[config.mk]
export PLATFORM = sky130hd
export DESIGN_NAME = rf_wb_sched
export DESIGN_NICKNAME = d
export VERILOG_FILES = /design/src/rtl/rf_wb_sched_pkg.sv /design/src/rtl/rf_wb_sched_rr_arb2.sv /design/src/rtl/rf_wb_sched.sv
export SDC_FILE = /design/constraint.sdc
export NUM_CORES = 1
export LEC_CHECK = 0
export ABC_AREA = 1
export BUFFER_PORTS_ARGS = -buffer_cell sky130_fd_sc_hd__clkbuf_2
export CAP_MARGIN = 10
export CORE_ASPECT_RATIO = 1.25
export CORE_MARGIN = 2
export CORE_UTILIZATION = 45
export DETAILED_ROUTE_END_ITERATION = 8
export GPL_TIMING_DRIVEN = 0
export PLACE_DENSITY = 0.74
export SYNTH_ARGS = -nofsm -noshare
export SYNTH_HDL_FRONTEND = slang
export SYNTH_SLANG_ARGS = --single-unit
[constraint.sdc]
create_clock -name clk_i -period 3.4 [get_ports clk_i]
set_input_delay 0.17 -clock clk_i [delete_from_list [all_inputs] [get_ports clk_i]]
set_output_delay 0.17 -clock clk_i [all_outputs]
set_load 0.02 [all_outputs]
[src/rtl/rf_wb_sched_pkg.sv]
// Shared core definitions for the writeback scheduler: data/register sizing
// and the writeback requester enumeration.
package rf_wb_sched_pkg;

  localparam int unsigned XLEN      = 32;
  localparam int unsigned NREG      = 32;
  localparam int unsigned REG_IDX_W = $clog2(NREG);

  // Writeback requesters; the value doubles as the arbiter request/grant bit.
  typedef enum logic {
    REQ_ALU = 1'b0,
    REQ_LSU = 1'b1
  } req_e;

endpackage

[src/rtl/rf_wb_sched_rr_arb2.sv]
// Two-way round-robin arbiter.
// Ports:
//   clk_i, rst_ni : clock, asynchronous active-low reset
//   req_i[1:0]    : requests, bit REQ_ALU / bit REQ_LSU
//   gnt_o[1:0]    : combinational grants, at most one set, zero in reset
// A lone request is granted directly; on a conflict the pointer's requester
// wins and the pointer flips. The pointer holds when there is no conflict.
module rr_arb2
  import rf_wb_sched_pkg::*;
(
  input  logic       clk_i,
  input  logic       rst_ni,
  input  logic [1:0] req_i,
  output logic [1:0] gnt_o
);

  req_e ptr_q;
  req_e ptr_d;

  // Grant selection and pointer update
  always_comb begin
    gnt_o = 2'b00;
    ptr_d = ptr_q;
    if (rst_ni) begin
      if (&req_i) begin
        if (ptr_q == REQ_ALU) begin
          gnt_o = 2'b01;
          ptr_d = REQ_LSU;
        end else begin
          gnt_o = 2'b10;
          ptr_d = REQ_ALU;
        end
      end else begin
        gnt_o = req_i;
      end
    end
  end

  always_ff @(posedge clk_i or negedge rst_ni) begin
    if (!rst_ni) begin
      ptr_q <= REQ_ALU;
    end else begin
      ptr_q <= ptr_d;
    end
  end

endmodule

[src/rtl/rf_wb_sched.sv]
// Register-file writeback scheduler with issue scoreboard.
// Ports:
//   clk_i, rst_ni                     : clock, asynchronous active-low reset
//   issue_*_i / issue_stall_o         : decode issue request and hazard stall
//   alu_*_i / alu_ready_o             : ALU writeback valid/ready channel
//   lsu_*_i / lsu_ready_o             : LSU writeback valid/ready channel
//   rf_we_o, rf_rd_o, rf_din_o        : registered register-file write port
//   busy_o                            : per-register pending-write scoreboard
module rf_wb_sched #(
  parameter int unsigned XLEN = rf_wb_sched_pkg::XLEN,
  parameter int unsigned NREG = rf_wb_sched_pkg::NREG
) (
  input  logic                    clk_i,
  input  logic                    rst_ni,
  input  logic                    issue_valid_i,
  input  logic [$clog2(NREG)-1:0] issue_rs1_i,
  input  logic [$clog2(NREG)-1:0] issue_rs2_i,
  input  logic [$clog2(NREG)-1:0] issue_rd_i,
  input  logic                    issue_we_i,
  output logic                    issue_stall_o,
  input  logic                    alu_valid_i,
  input  logic [$clog2(NREG)-1:0] alu_rd_i,
  input  logic [XLEN-1:0]         alu_data_i,
  output logic                    alu_ready_o,
  input  logic                    lsu_valid_i,
  input  logic [$clog2(NREG)-1:0] lsu_rd_i,
  input  logic [XLEN-1:0]         lsu_data_i,
  output logic                    lsu_ready_o,
  output logic                    rf_we_o,
  output logic [$clog2(NREG)-1:0] rf_rd_o,
  output logic [XLEN-1:0]         rf_din_o,
  output logic [NREG-1:0]         busy_o
);

  import rf_wb_sched_pkg::*;

  localparam int unsigned IDXW = $clog2(NREG);

  logic [1:0]      gnt;
  logic            wb_acc;
  logic [IDXW-1:0] wb_rd;
  logic [XLEN-1:0] wb_data;
  logic            issue_acc;

  logic [NREG-1:0] busy_q, busy_d;
  logic            rf_we_q, rf_we_d;
  logic [IDXW-1:0] rf_rd_q;
  logic [XLEN-1:0] rf_din_q;

  rr_arb2 u_arb (
    .clk_i  (clk_i),
    .rst_ni (rst_ni),
    .req_i  ({lsu_valid_i, alu_valid_i}),
    .gnt_o  (gnt)
  );

  assign alu_ready_o = gnt[REQ_ALU];
  assign lsu_ready_o = gnt[REQ_LSU];

  // Mux the winning writeback onto the shared port
  assign wb_acc  = |gnt;
  assign wb_rd   = gnt[REQ_LSU] ? lsu_rd_i   : alu_rd_i;
  assign wb_data = gnt[REQ_LSU] ? lsu_data_i : alu_data_i;
  assign rf_we_d = wb_acc && (wb_rd != '0);

  // Hazard check uses registered state only: no same-cycle writeback bypass
  assign issue_stall_o = rst_ni && issue_valid_i &&
                         (busy_q[issue_rs1_i] || busy_q[issue_rs2_i] ||
                          (issue_we_i && busy_q[issue_rd_i]));
  assign issue_acc     = issue_valid_i && !issue_stall_o;

  // Scoreboard update; the issue set is applied after the clear so it wins
  always_comb begin
    busy_d = busy_q;
    if (wb_acc) begin
      busy_d[wb_rd] = 1'b0;
    end
    if (issue_acc && issue_we_i && (issue_rd_i != '0)) begin
      busy_d[issue_rd_i] = 1'b1;
    end
    busy_d[0] = 1'b0;
  end

  always_ff @(posedge clk_i or negedge rst_ni) begin
    if (!rst_ni) begin
      busy_q   <= '0;
      rf_we_q  <= 1'b0;
      rf_rd_q  <= '0;
      rf_din_q <= '0;
    end else begin
      busy_q  <= busy_d;
      rf_we_q <= rf_we_d;
      if (wb_acc) begin
        rf_rd_q  <= wb_rd;
        rf_din_q <= wb_data;
      end
    end
  end

  assign busy_o   = busy_q;
  assign rf_we_o  = rf_we_q;
  assign rf_rd_o  = rf_rd_q;
  assign rf_din_o = rf_din_q;

endmodule

==> flow_metrics.env <==
export IMPL_rows=40
export IMPL_status="finished, final reports clean"
export IMPL_track_usage=0.279
export IMPL_p_int_uw=2180
export IMPL_synth_top_family_by_area="simple AND/OR/NAND/NOR gates"
export IMPL_skew_ns=0.00870
export IMPL_r2r_end="busy_o[8]"
export IMPL_path_class="in -> reg"
export IMPL_synth_edff_count=0
export IMPL_r2r_start="u_arb.ptr_q"
export IMPL_hold_viol=0
export IMPL_wl_per_cell_um=14.9
export IMPL_nNetsFinal=948
export IMPL_p_clk_frac=0.289
export IMPL_die_area_um2=10700
export IMPL_antenna_found_initial=0
export IMPL_power_density_nw_per_um2=623
export IMPL_worst_slew_pin_slew_ns=0.505
export IMPL_p_leak_uw=0.00320
export IMPL_slew_violations=0
export IMPL_antenna_cells=0
export IMPL_ios=168
export IMPL_synth_simple_area_share=0.438
export IMPL_reg2reg_slack_ns=1.47
export IMPL_switchingPower_uw=1430
export IMPL_place_area_um2=5440
export IMPL_root_buffer="clkbuf_16"
export IMPL_cts_clk_slew_worst_paths_ns=0.06
export IMPL_rsz0062_at_grt="false"
export IMPL_cp_start_kind="input pin"
export IMPL_drt_iter0_drc=368
export IMPL_core_um2=9610
export IMPL_tritoncts="done"
export IMPL_synthCells=678
export IMPL_port_buffers=162
export IMPL_route_detailed_drc=0
export IMPL_vias=5081
export IMPL_via_per_inst=5.16
export IMPL_max_freq_mhz=403
export IMPL_ys_flop_type="dfrtp_1"
export IMPL_grt_overflow=0
export IMPL_postRouteAntennaNets=0
export IMPL_cp_end_kind="flip-flop"
export IMPL_setup_viol=0
export IMPL_ys_warn_count=0
export IMPL_postRouteWirelength_um=14700
export IMPL_tns_ns=0
export IMPL_async_flop_share=1.00
export IMPL_grt_max_degree=70
export IMPL_fp_dieH_um=115
export IMPL_utilization=0.602
export IMPL_netSwitchingFraction=0.396
export IMPL_drv_cap=0
export IMPL_cts_htree_levels=3
export IMPL_synth_fa_ha_area_frac=0
export IMPL_combPwrFrac=0.351
export IMPL_hold_path_startpoint="lsu_data_i[5]"
export IMPL_dpl_hpwl_um=11600
export IMPL_cts_sinks=70
export IMPL_final_design_area_no_fill_um2=5780
export IMPL_worstPathRequired_ns=3.62
export IMPL_hold_depth=3
export IMPL_r2r_cells=10
export IMPL_finalCriticalPeriod_ns=2.48
export IMPL_grt_pass1_vias=4779
export IMPL_vdd_drop_max_v=0.000426
export IMPL_ys_seq_elements=70
export IMPL_cts_repair_resized=0
export IMPL_avgSynthCellArea_um2=6.55
export IMPL_synth_area_um2=4440
export IMPL_relSlewSlack=0.661
export IMPL_worstHoldPathType="in -> reg"
export IMPL_ys_seq_area_frac=0.394
export IMPL_drt_pass1_iter_count=5
export IMPL_initial_core_util=0.462
export IMPL_power_share_sequential=0.360
export IMPL_finalWeightedCongestion=0.976
export IMPL_critPathMaxFanout=69
export IMPL_clk_latency_ns=0.34
export IMPL_synth_nets=773
export IMPL_cts_made_buffers=9
export IMPL_synth_cell_types=25
export IMPL_synth_compound_area_frac=0.0623
export IMPL_report_power_total_uw=3610
export IMPL_die_w_um=92.9
export IMPL_yosys_area_share_xor_xnor=0.00197
export IMPL_hold_path_end="rf_din_o[5]"
export IMPL_cts_buffer_depth=2
export IMPL_area_growth_pct=30.2
export IMPL_drive_above_1_share=0.248
export IMPL_cp_arrival_ns=2.70
export IMPL_grt_pass1_wl_um=23400
export IMPL_period_share=0.730
export IMPL_synth_mux_area_frac=0
## metrics by stage
stage | hold WS (ns) | setup slack, ns | cells
floorplan | -0.126 | 1.80 | 678
global placement | 0.388 | 0.201 | 966
detailed placement | 0.0155 | 1.09 | 967
CTS | 0.0445 | 0.885 | 984
global route | 0.0548 | 0.636 | 984
finish | 0.0510 | 0.918 | 984
## sequential cells by signal, summed over array words and instances (netlist names)
name and flops:
busy_o 31, rf_we_o 1, u_arb.ptr_q 1, rf_rd_o 5
rf_din_o 32
## worst max-delay path: stages
cell and delay (ns):
dlygate4sd3_1 0.52, clkbuf_4 0.19, buf_16 0.31, nand2_1 0.12
a21oi_2 0.20, inv_1 0.12, o21ai_1 0.28, inv_1 0.07
nor2_1 0.15, nand2_1 0.24, o21ai_0 0.23, nand2_1 0.07
## synth_stat cells, types with 2 or more instances
cell / number / share of area
o21ai_1: 16 / 0.018
nor2_1: 40 / 0.034
or2_1: 3 / 0.0042
inv_1: 59 / 0.050
buf_6: 9 / 0.023
nand2_1: 279 / 0.24
nor3_1: 8 / 0.0090
inv_2: 3 / 0.0025
dfrtp_1: 70 / 0.39
nand3_2: 7 / 0.016
or2_2: 2 / 0.0028
o21ai_0: 35 / 0.039
clkbuf_1: 9 / 0.0076
nand3_1: 119 / 0.13
buf_2: 5 / 0.0056
buf_4: 5 / 0.0085
## power by group through the flow
stage	clock network (uW)	registers (uW)	logic, uW
global placement	0	1290	1240
CTS	1050	1290	1270
floorplan	0	1510	524
global route	1080	1330	1400
finish	1040	1300	1270
detailed placement	0	1300	1270
## routing by layer
layer | routed length (um) | vias up | share of wire | track usage
met4 | 553 | 0 | 0.038 | 0.130
li1 | - | 2496 | - | -
met5 | 0 | - | 0 | 0
met1 | 5580 | 2309 | 0.38 | 0.341
met2 | 7470 | 239 | 0.51 | 0.480
met3 | 1070 | 37 | 0.073 | 0.0491
## worst max-delay path by stage
stage / slack (ns) / endpoint / depth (start not counted) / from
after floorplan: 1.80 / issue_stall_o / 13 / busy_o[26]
after global placement: 0.20 / busy_o[16] / 10 / rst_ni
after detailed placement: 1.09 / busy_o[8] / 11 / rst_ni
after CTS: 0.88 / busy_o[8] / 12 / rst_ni
after global routing: 0.64 / busy_o[8] / 12 / rst_ni
final: 0.92 / busy_o[8] / 12 / rst_ni
## cells in the final DEF (no fill, tap or decap), drive strengths merged
cell,n
a21oi,2
buf,21
bufinv,2
clkbuf,183
clkinv,2
conb,1
dfrtp,70
dlygate4sd3,1
inv,64
nand2,280
nand3,126
nor2,40
nor3,8
o211ai,1
o21ai,51
or2,5
xor2,1
## timing repair
action,CTS,global route
endpoints found under the hold margin,70,0
hold buffers,1,0
buffers inserted,0,0
## cells by family (layout without fill, tap and decap cells)
| logic type | Yosys count | after routing |
|---|---|---|
| xor+xnor | 1 | 1 |
| other cells | 1 | 1 |
| flops | 70 | 70 |
| simple gates | 459 | 459 |
| buf+inv | 93 | 273 |
| compound gates | 54 | 54 |
## final cells by class
cell class / instances / area [um^2]
Buffer: 29 / 213
Clock inverter: 4 / 77.6
Fill cell: 968 / 3820
Tap cell: 126 / 158
Multi-Input combinational cell: 515 / 2230
Timing Repair Buffer: 164 / 851
Inverter: 64 / 243
Sequential cell: 70 / 1750
Clock buffer: 12 / 256
Power figures use the tool's default switching activity.
